`config.mk`:
```
export PLATFORM = sky130hd
export DESIGN_NAME = fft_frame_assembler
export DESIGN_NICKNAME = d
export VERILOG_FILES = /design/src/rtl/fft_frame_assembler.sv
export SDC_FILE = /design/constraint.sdc
export NUM_CORES = 1
export LEC_CHECK = 0
export CORE_ASPECT_RATIO = 1.75
export CORE_MARGIN = 10
export CORE_UTILIZATION = 55
export CTS_CLUSTER_DIAMETER = 200
export DETAILED_ROUTE_END_ITERATION = 7
export PLACE_DENSITY = 0.78
export RECOVER_POWER = 25
export SLEW_MARGIN = 20
export SYNTH_ARGS = -nofsm -noshare
export SYNTH_HDL_FRONTEND = slang
export SYNTH_SLANG_ARGS = --single-unit
```
`constraint.sdc`:
```
create_clock -name i_clk -period 3.2 [get_ports i_clk]
set_input_delay 0.8 -clock i_clk [delete_from_list [all_inputs] [get_ports i_clk]]
set_output_delay 0.8 -clock i_clk [all_outputs]
set_load 0.02 [all_outputs]
```
`src/rtl/fft_frame_assembler.sv`:
```
// fft_frame_assembler
// Receive-side frame parser: waits for a sync byte, packs little-endian payload
// bytes into WORD_SIZE samples, writes them to the sample RAM and validates a
// trailing XOR checksum before signalling o_frame_ready to the FFT controller.
// Any checksum mismatch or inter-byte timeout aborts the frame with a one-cycle
// o_error pulse. RAM words of an aborted frame are left stale on purpose; the
// consumer must only trust o_frame_ready.
module fft_frame_assembler #(
    parameter int                     FFT_SIZE       = 16,
    parameter int                     WORD_SIZE      = 16,
    parameter int                     DATA_LENGTH    = 8,
    parameter logic [DATA_LENGTH-1:0] SYNC_BYTE      = 8'hA5,
    parameter int                     TIMEOUT_CYCLES = 100000
) (
    input  logic                                            i_clk,
    input  logic                                            i_rst,
    input  logic [DATA_LENGTH-1:0]                          i_byte,
    input  logic                                            i_byte_valid,
    input  logic                                            i_frame_ack,
    output logic                                            o_sample_we,
    output logic [((FFT_SIZE > 1) ? $clog2(FFT_SIZE) : 1)-1:0] o_sample_addr,
    output logic [WORD_SIZE-1:0]                            o_sample_data,
    output logic                                            o_frame_ready,
    output logic                                            o_busy,
    output logic                                            o_error
);

    localparam int BPW = WORD_SIZE / DATA_LENGTH;
    localparam int AW  = (FFT_SIZE > 1) ? $clog2(FFT_SIZE) : 1;
    localparam int BCW = (BPW > 1) ? $clog2(BPW) : 1;
    localparam int TW  = $clog2(TIMEOUT_CYCLES + 1);

    localparam logic [AW-1:0]  LAST_WORD = AW'(FFT_SIZE - 1);
    localparam logic [BCW-1:0] LAST_BYTE = BCW'(BPW - 1);
    localparam logic [TW-1:0]  TMO_LAST  = TW'(TIMEOUT_CYCLES - 1);

    typedef enum logic [1:0] {
        ST_IDLE    = 2'd0,
        ST_PAYLOAD = 2'd1,
        ST_CHECK   = 2'd2,
        ST_READY   = 2'd3
    } state_t;

    // Running frame checksum is a plain XOR of all payload bytes.
    function automatic logic [DATA_LENGTH-1:0] f_csum_next(
        input logic [DATA_LENGTH-1:0] csum,
        input logic [DATA_LENGTH-1:0] data
    );
        return csum ^ data;
    endfunction

    state_t                 r_state;
    state_t                 w_next_state;
    logic [BCW-1:0]         r_byte_cnt;
    logic [AW-1:0]          r_word_idx;
    logic [WORD_SIZE-1:0]   r_word_buf;
    logic [DATA_LENGTH-1:0] r_csum;
    logic [TW-1:0]          r_tmo_cnt;
    logic                   r_sample_we;
    logic [AW-1:0]          r_sample_addr;
    logic [WORD_SIZE-1:0]   r_sample_data;
    logic                   r_frame_ready;
    logic                   r_busy;
    logic                   r_error;

    logic                   w_start;
    logic                   w_take_byte;
    logic                   w_word_done;
    logic                   w_good;
    logic                   w_err;
    logic                   w_ack;
    logic                   w_tmo_clr;
    logic                   w_tmo_inc;
    logic [WORD_SIZE-1:0]   w_word;

    // Merge the incoming byte into its lane of the word being assembled.
    always_comb begin
        w_word = r_word_buf;
        w_word[int'(r_byte_cnt) * DATA_LENGTH +: DATA_LENGTH] = i_byte;
    end

    // Next-state and control decode for the frame parser.
    always_comb begin
        w_next_state = r_state;
        w_start      = 1'b0;
        w_take_byte  = 1'b0;
        w_word_done  = 1'b0;
        w_good       = 1'b0;
        w_err        = 1'b0;
        w_ack        = 1'b0;
        w_tmo_clr    = 1'b0;
        w_tmo_inc    = 1'b0;
        case (r_state)
            ST_IDLE: begin
                if (i_byte_valid && (i_byte == SYNC_BYTE)) begin
                    w_next_state = ST_PAYLOAD;
                    w_start      = 1'b1;
                end else begin
                    w_next_state = ST_IDLE;
                end
            end
            ST_PAYLOAD: begin
                if (i_byte_valid) begin
                    w_take_byte = 1'b1;
                    w_tmo_clr   = 1'b1;
                    if (r_byte_cnt == LAST_BYTE) begin
                        w_word_done = 1'b1;
                        if (r_word_idx == LAST_WORD) begin
                            w_next_state = ST_CHECK;
                        end else begin
                            w_next_state = ST_PAYLOAD;
                        end
                    end else begin
                        w_word_done = 1'b0;
                    end
                end else if (r_tmo_cnt == TMO_LAST) begin
                    w_err        = 1'b1;
                    w_next_state = ST_IDLE;
                end else begin
                    w_tmo_inc = 1'b1;
                end
            end
            ST_CHECK: begin
                if (i_byte_valid) begin
                    w_tmo_clr = 1'b1;
                    if (i_byte == r_csum) begin
                        w_good       = 1'b1;
                        w_next_state = ST_READY;
                    end else begin
                        w_err        = 1'b1;
                        w_next_state = ST_IDLE;
                    end
                end else if (r_tmo_cnt == TMO_LAST) begin
                    w_err        = 1'b1;
                    w_next_state = ST_IDLE;
                end else begin
                    w_tmo_inc = 1'b1;
                end
            end
            ST_READY: begin
                // Bytes are ignored here; an ack takes priority over any byte.
                if (i_frame_ack) begin
                    w_ack        = 1'b1;
                    w_next_state = ST_IDLE;
                end else begin
                    w_next_state = ST_READY;
                end
            end
            default: begin
                w_next_state = ST_IDLE;
            end
        endcase
    end

    // Parser state register.
    always_ff @(posedge i_clk or negedge i_rst) begin
        if (!i_rst) begin
            r_state <= ST_IDLE;
        end else begin
            r_state <= w_next_state;
        end
    end

    // Byte/word counters, word assembly buffer and running checksum.
    always_ff @(posedge i_clk or negedge i_rst) begin
        if (!i_rst) begin
            r_byte_cnt <= '0;
            r_word_idx <= '0;
            r_word_buf <= '0;
            r_csum     <= '0;
        end else if (w_start) begin
            r_byte_cnt <= '0;
            r_word_idx <= '0;
            r_word_buf <= '0;
            r_csum     <= '0;
        end else if (w_take_byte) begin
            r_csum     <= f_csum_next(r_csum, i_byte);
            r_word_buf <= w_word;
            if (w_word_done) begin
                r_byte_cnt <= '0;
                r_word_idx <= r_word_idx + AW'(1);
            end else begin
                r_byte_cnt <= r_byte_cnt + BCW'(1);
            end
        end
    end

    // Inter-byte timeout counter, only meaningful while a frame is in flight.
    always_ff @(posedge i_clk or negedge i_rst) begin
        if (!i_rst) begin
            r_tmo_cnt <= '0;
        end else if (w_start || w_tmo_clr || w_err) begin
            r_tmo_cnt <= '0;
        end else if (w_tmo_inc) begin
            r_tmo_cnt <= r_tmo_cnt + TW'(1);
        end
    end

    // Registered outputs: RAM write port, ready level, busy level, error pulse.
    always_ff @(posedge i_clk or negedge i_rst) begin
        if (!i_rst) begin
            r_sample_we   <= 1'b0;
            r_sample_addr <= '0;
            r_sample_data <= '0;
            r_frame_ready <= 1'b0;
            r_busy        <= 1'b0;
            r_error       <= 1'b0;
        end else begin
            r_sample_we <= w_word_done;
            r_error     <= w_err;
            r_busy      <= (w_next_state == ST_PAYLOAD) || (w_next_state == ST_CHECK);
            if (w_word_done) begin
                r_sample_addr <= r_word_idx;
                r_sample_data <= w_word;
            end
            if (w_good) begin
                r_frame_ready <= 1'b1;
            end else if (w_ack) begin
                r_frame_ready <= 1'b0;
            end
        end
    end

    assign o_sample_we   = r_sample_we;
    assign o_sample_addr = r_sample_addr;
    assign o_sample_data = r_sample_data;
    assign o_frame_ready = r_frame_ready;
    assign o_busy        = r_busy;
    assign o_error       = r_error;

endmodule
```
# ---- Yosys cells after proc, flatten, opt, wreduce, memory -nomap -nowiden
# Index checks and enable logic that the tools add are counted.
dict set report word_totals {
  regBits 72
  input_bits 12
  elab_cells 84
}
dict set report classes {
  add_sub_neg 4
  n_eq_ne 9
  n_shift 2
  n_mux 45
  bitwise_logic 1
  n_reduce_logical 11
}
# cell count
set ops {}
lappend ops {{$mux W17} 2}
lappend ops {{$neg A4 Y33} 1}
lappend ops {{$shift A8 B33 Y16 const A} 1}
lappend ops {{$shiftx A8 B33 Y16} 1}
lappend ops {{$mux W16} 2}
lappend ops {{$mux W1} 26}
lappend ops {{$add A17 B1 Y17 const B} 1}
lappend ops {{$eq A17 B17 Y1 const B} 1}
lappend ops {{$bwmux W16} 1}
lappend ops {{$mux W8} 2}
lappend ops {{$mux W2} 7}
lappend ops {{$mux W4} 3}
lappend ops {{$eq A8 B8 Y1} 1}
lappend ops {{$eq A8 B8 Y1 const B} 1}
lappend ops {{$pmux W2 S4} 1}
lappend ops {{$reduce_bool A2 Y1} 4}
lappend ops {{$xor A8 B8 Y8} 1}
lappend ops {{$eq A2 B2 Y1 const B} 3}
lappend ops {{$add A4 B1 Y4 const B} 1}
lappend ops {{$eq A2 B1 Y1 const B} 2}
lappend ops {{$eq A4 B4 Y1 const B} 1}
lappend ops {{$logic_or A1 B1 Y1} 3}
lappend ops {{$logic_not A2 Y1} 1}
lappend ops {{$pmux W1 S2} 1}
lappend ops {{4 further kinds} 4}

# ---- Longest topological paths before layout
dict set report logic_depth {
  depth_word 7
  mapped_depth 9
}

# ---- Worst setup path before layout
# Ideal clock, no wire load.
dict set report synth_path {
  kind {in2reg}
  start {in i_frame_ack}
  end {reg r_busy (netlist: o_busy)}
  arrival_ns 1.951
  required_ns 3.075
  path_slack_ns 1.124
  path_stages 5
  cell_sequence {and2b_1 -> or2_2 -> o22a_1 -> o221a_1 -> mux2_4}
}
dict set report synth_between {
  elab_chain_len 4
}
# element line_no
set synth_rtl {}
lappend synth_rtl {{from (decl)} 19} ;# input logic i_frame_ack,
lappend synth_rtl {{$mux W2 (*)} 142} ;# if (i_frame_ack) begin
lappend synth_rtl {{$pmux W2 S4 (*)} 93} ;# case (r_state)
lappend synth_rtl {{via w_next_state[0]} 53} ;# state_t w_next_state;
lappend synth_rtl {{$eq A2 B1 Y1 / $eq A2 B2 Y1 (equally long branches)} 211} ;# r_busy <= (w_next_state == ST_PAYLOAD) || (w_next_state == ST_CHECK);
lappend synth_rtl {{$logic_or A1 B1 Y1 (*)} 211}
lappend synth_rtl {{to (signal assigned)} 211}
lappend synth_rtl {{to (decl)} 63} ;# logic r_busy;
# Mark *: on every way through the listed nets, which the timed path passes. The rest lies on a longest branch.
# A chain may end at the register's enable or synchronous reset.

==> impl_metrics.csv <==
group,metric,value,unit
cells_and_area,final_common_cell,"nand2_1",
logic_synthesis,syn_nets,340,
setup_path,r2r_start,"r_state[1]",
logic_synthesis,yosysUniqueCellTypes,48,
global_routing,grt_overflow_total,0,
clocking,cts_setup_buffers,0,
detailed_routing,vias,2408,
placement,dp_hpwl,4.96,mm
pwr,pwr_density_cell,758,mW/mm^2
timing,fmax,408,MHz
cells_and_area,n_fill_cell,439,
logic_synthesis,synth-seq-area-share,0.516,
cells_and_area,register_area,0.00160,sq mm
detailed_routing,first_pass_iters,4,
cells_and_area,multi_input_area,0.00141,sq mm
pwr,peakVddDrop,0.000519,V
setup_path,worst_ep_arrival_time,2.66,ns
cells_and_area,nNetsFinal,381,
die,ios,36,
setup_path,cp_slowest_stage_delay,1.13,ns
global_routing,grt_pass1_vias,2503,
cells_and_area,final_cell_mix,"nand2_1, dfrtp_1, clkdlybuf4s50_1",
detailed_routing,wl,6.82,mm
die,dieArea,0.00916,sq mm
cells_and_area,final_cell_count_no_fill,443,
timing,rsz0062_at_grt,"no",
global_routing,grt_pass1_wl,11.6,mm
clocking,cts_tree,"built",
timing,hold_ws,0.477,ns
die,fp.dieW,76.8,um
logic_synthesis,ys_ff_latch,64,
placement,dpl_cell_area,0.00354,sq mm
logic_synthesis,ys_top_cells_by_area,"dfrtp_1, nand2_1, xor2_1, nor2_1, mux2i_1",
global_routing,grtUsageTotal,0.156,
setup_path,worstSetupPathType,"in -> async",
clocking,clkSlewWorstSetupHoldPaths,0.07,ns
timing,slew_viol_final,0,
clocking,cts_buffers,9,
cells_and_area,final_area,0.00380,sq mm
setup_path,crit_family,"buffers and inverters",
setup_path,worst-path-buf-inv,2,
timing,hold_violations,0,
job,maxCapViolations,0,
worst_hold_path,holdCritPathClass,"reg -> reg",
die,start_util,0.560,
worst_hold_path,min_from,"o_sample_data[9]",
logic_synthesis,synth.top_cell.area_share,0.516,
placement,portBuffers,35,
detailed_routing,avgViaCountPerCell,5.44,
pwr,power,2.88,mW
clocking,h-tree-depth,3,
setup_path,crit_path_frequent_cell,"clkbuf_1",
timing,timing.final.crit_share,0.766,
logic_synthesis,synth_top_cell_by_area,"dfrtp_1",
placement,place_congestion,0.890,
logic_synthesis,synth_area,0.00310,sq mm
global_routing,grt_max_degree,29,
timing,worstMarginPinSlew,1.46,ns
timing,min_period,2.45,ns
cells_and_area,utilization,0.685,
timing,setup_slack,0.748,ns
logic_synthesis,synth_edf_count,0,
clocking,cts_buffer_depth,2,
logic_synthesis,async_flop_share,1.00,
timing,finalClockSkew,0.00528,ns
cells_and_area,layout-drive-gt1-share,0.0817,
setup_path,path_cells,"clkbuf_1 -> clkbuf_1",
clocking,root_buffer,"clkbuf_8",
global_routing,antenna_found_initial,0,
logic_synthesis,syn-instance-count,321,
setup_path,cp-start-kind,"input port",
setup_path,slowest_stage,"clkbuf_1",
clocking,clock_latency,0.35,ns
cells_and_area,antenna_cells,0,
logic_synthesis,syn_area_per_cell,9.67,sq um
die,std_cell_rows,36,
setup_path,path_max_fanout,28,
setup_path,critPathCaptureType,"async pin",
die,core,0.00554,sq mm
die,die-height,119,um
logic_synthesis,yosysWarnings,0,
timing,max-slew-margin-rel,0.0289,
detailed_routing,drc_errors,0,
detailed_routing,drtIter0Drc,92,
clocking,post_cts_resize_count,0,
detailed_routing,drtAntennaViolNets,0,
placement,post-place-ws,0.431,ns
clocking,hold_buffers,0,
timing,setup_viol,0,
setup_path,cp.required,3.41,ns
timing,setup_tns,0,ns
setup_path,cp-startpoint,"i_rst",
pwr,p_leak,1.84,nW
clocking,clock_sinks,64,
cells_and_area,syn2layout_area_growth,22.4,%
placement,dp.cells,427,
logic_synthesis,synth_ff_type,"dfrtp_1",
detailed_routing,wl_per_cell,15.4,um
run_status,status,"finished, final reports clean",
cell families (layout without fill, tap and decap cells):
kind of cell | after synthesis | after routing | synth area share
AOI/OAI and AO/OA | 34 | 34 | 0.0722
xor gates and xnor gates | 28 | 28 | 0.0790
adders and majority gates | 7 | 7 | 0.0282
buffers and inverters | 21 | 67 | 0.0310
DFF | 64 | 64 | 0.516
muxes | 10 | 10 | 0.0339
and+or+nand+nor | 157 | 157 | 0.240
flip-flops by register name, summed over array words and instances (netlist names):
name,count
o_busy,1
o_error,1
o_frame_ready,1
o_sample_addr,4
o_sample_data,16
o_sample_we,1
r_byte_cnt,1
r_csum,8
r_state,2
r_tmo_cnt,17
r_word_buf,8
r_word_idx,4
metal layers:
metal,GRT usage,vias to the layer above,routed length (um)
met5,0,-,0
met4,0.0713,0,181
met3,0.0505,14,316
met2,0.288,54,3790
met1,0.153,1185,2530
li1,-,1155,-
cell type report:
type	instances	share of cell area
clock buffers	11	0.0372
repair buffers	43	0.104
flip-flops and latches	64	0.422
multi-input cells	236	0.370
inverters	8	0.00791
well taps	76	0.0250
clock inverters	5	0.0336
worst paths after layout:
kind / end / slack (ns) / cells after the start
worst max-delay path: o_sample_we / 0.75 / 2
worst min-delay path: o_sample_data[9] / 0.48 / 2
worst max register to register: r_tmo_cnt[15] / 0.92 / 6
worst min register to register: o_sample_data[9] / 0.48 / 2
max in group i_clk: r_tmo_cnt[15] / 0.78 / 5
min in group asynchronous: o_sample_addr[0] / 0.59 / 1
report_power, final:
group / switching [mW] / internal (mW)
clock: 0.313 / 0.618
combinational: 0.408 / 0.361
sequential: 0.157 / 1.02
synth_stat cells, drive strengths merged, types with 2 or more instances:
cell type  number
nor3            2
o31ai           3
o21ai           8
nand3           7
xor2           19
xnor2           9
and3            6
nor2b           2
mux2i           9
o21a            2
dfrtp          64
nor2           32
inv             8
o211ai          3
o221ai          2
ha              7
and4bb          2
buf             9
nand4           7
nor4            2
nand2          79
or3             8
clkbuf          4
nand2b          2
a21oi          10
(Power assumes the default switching activity.)
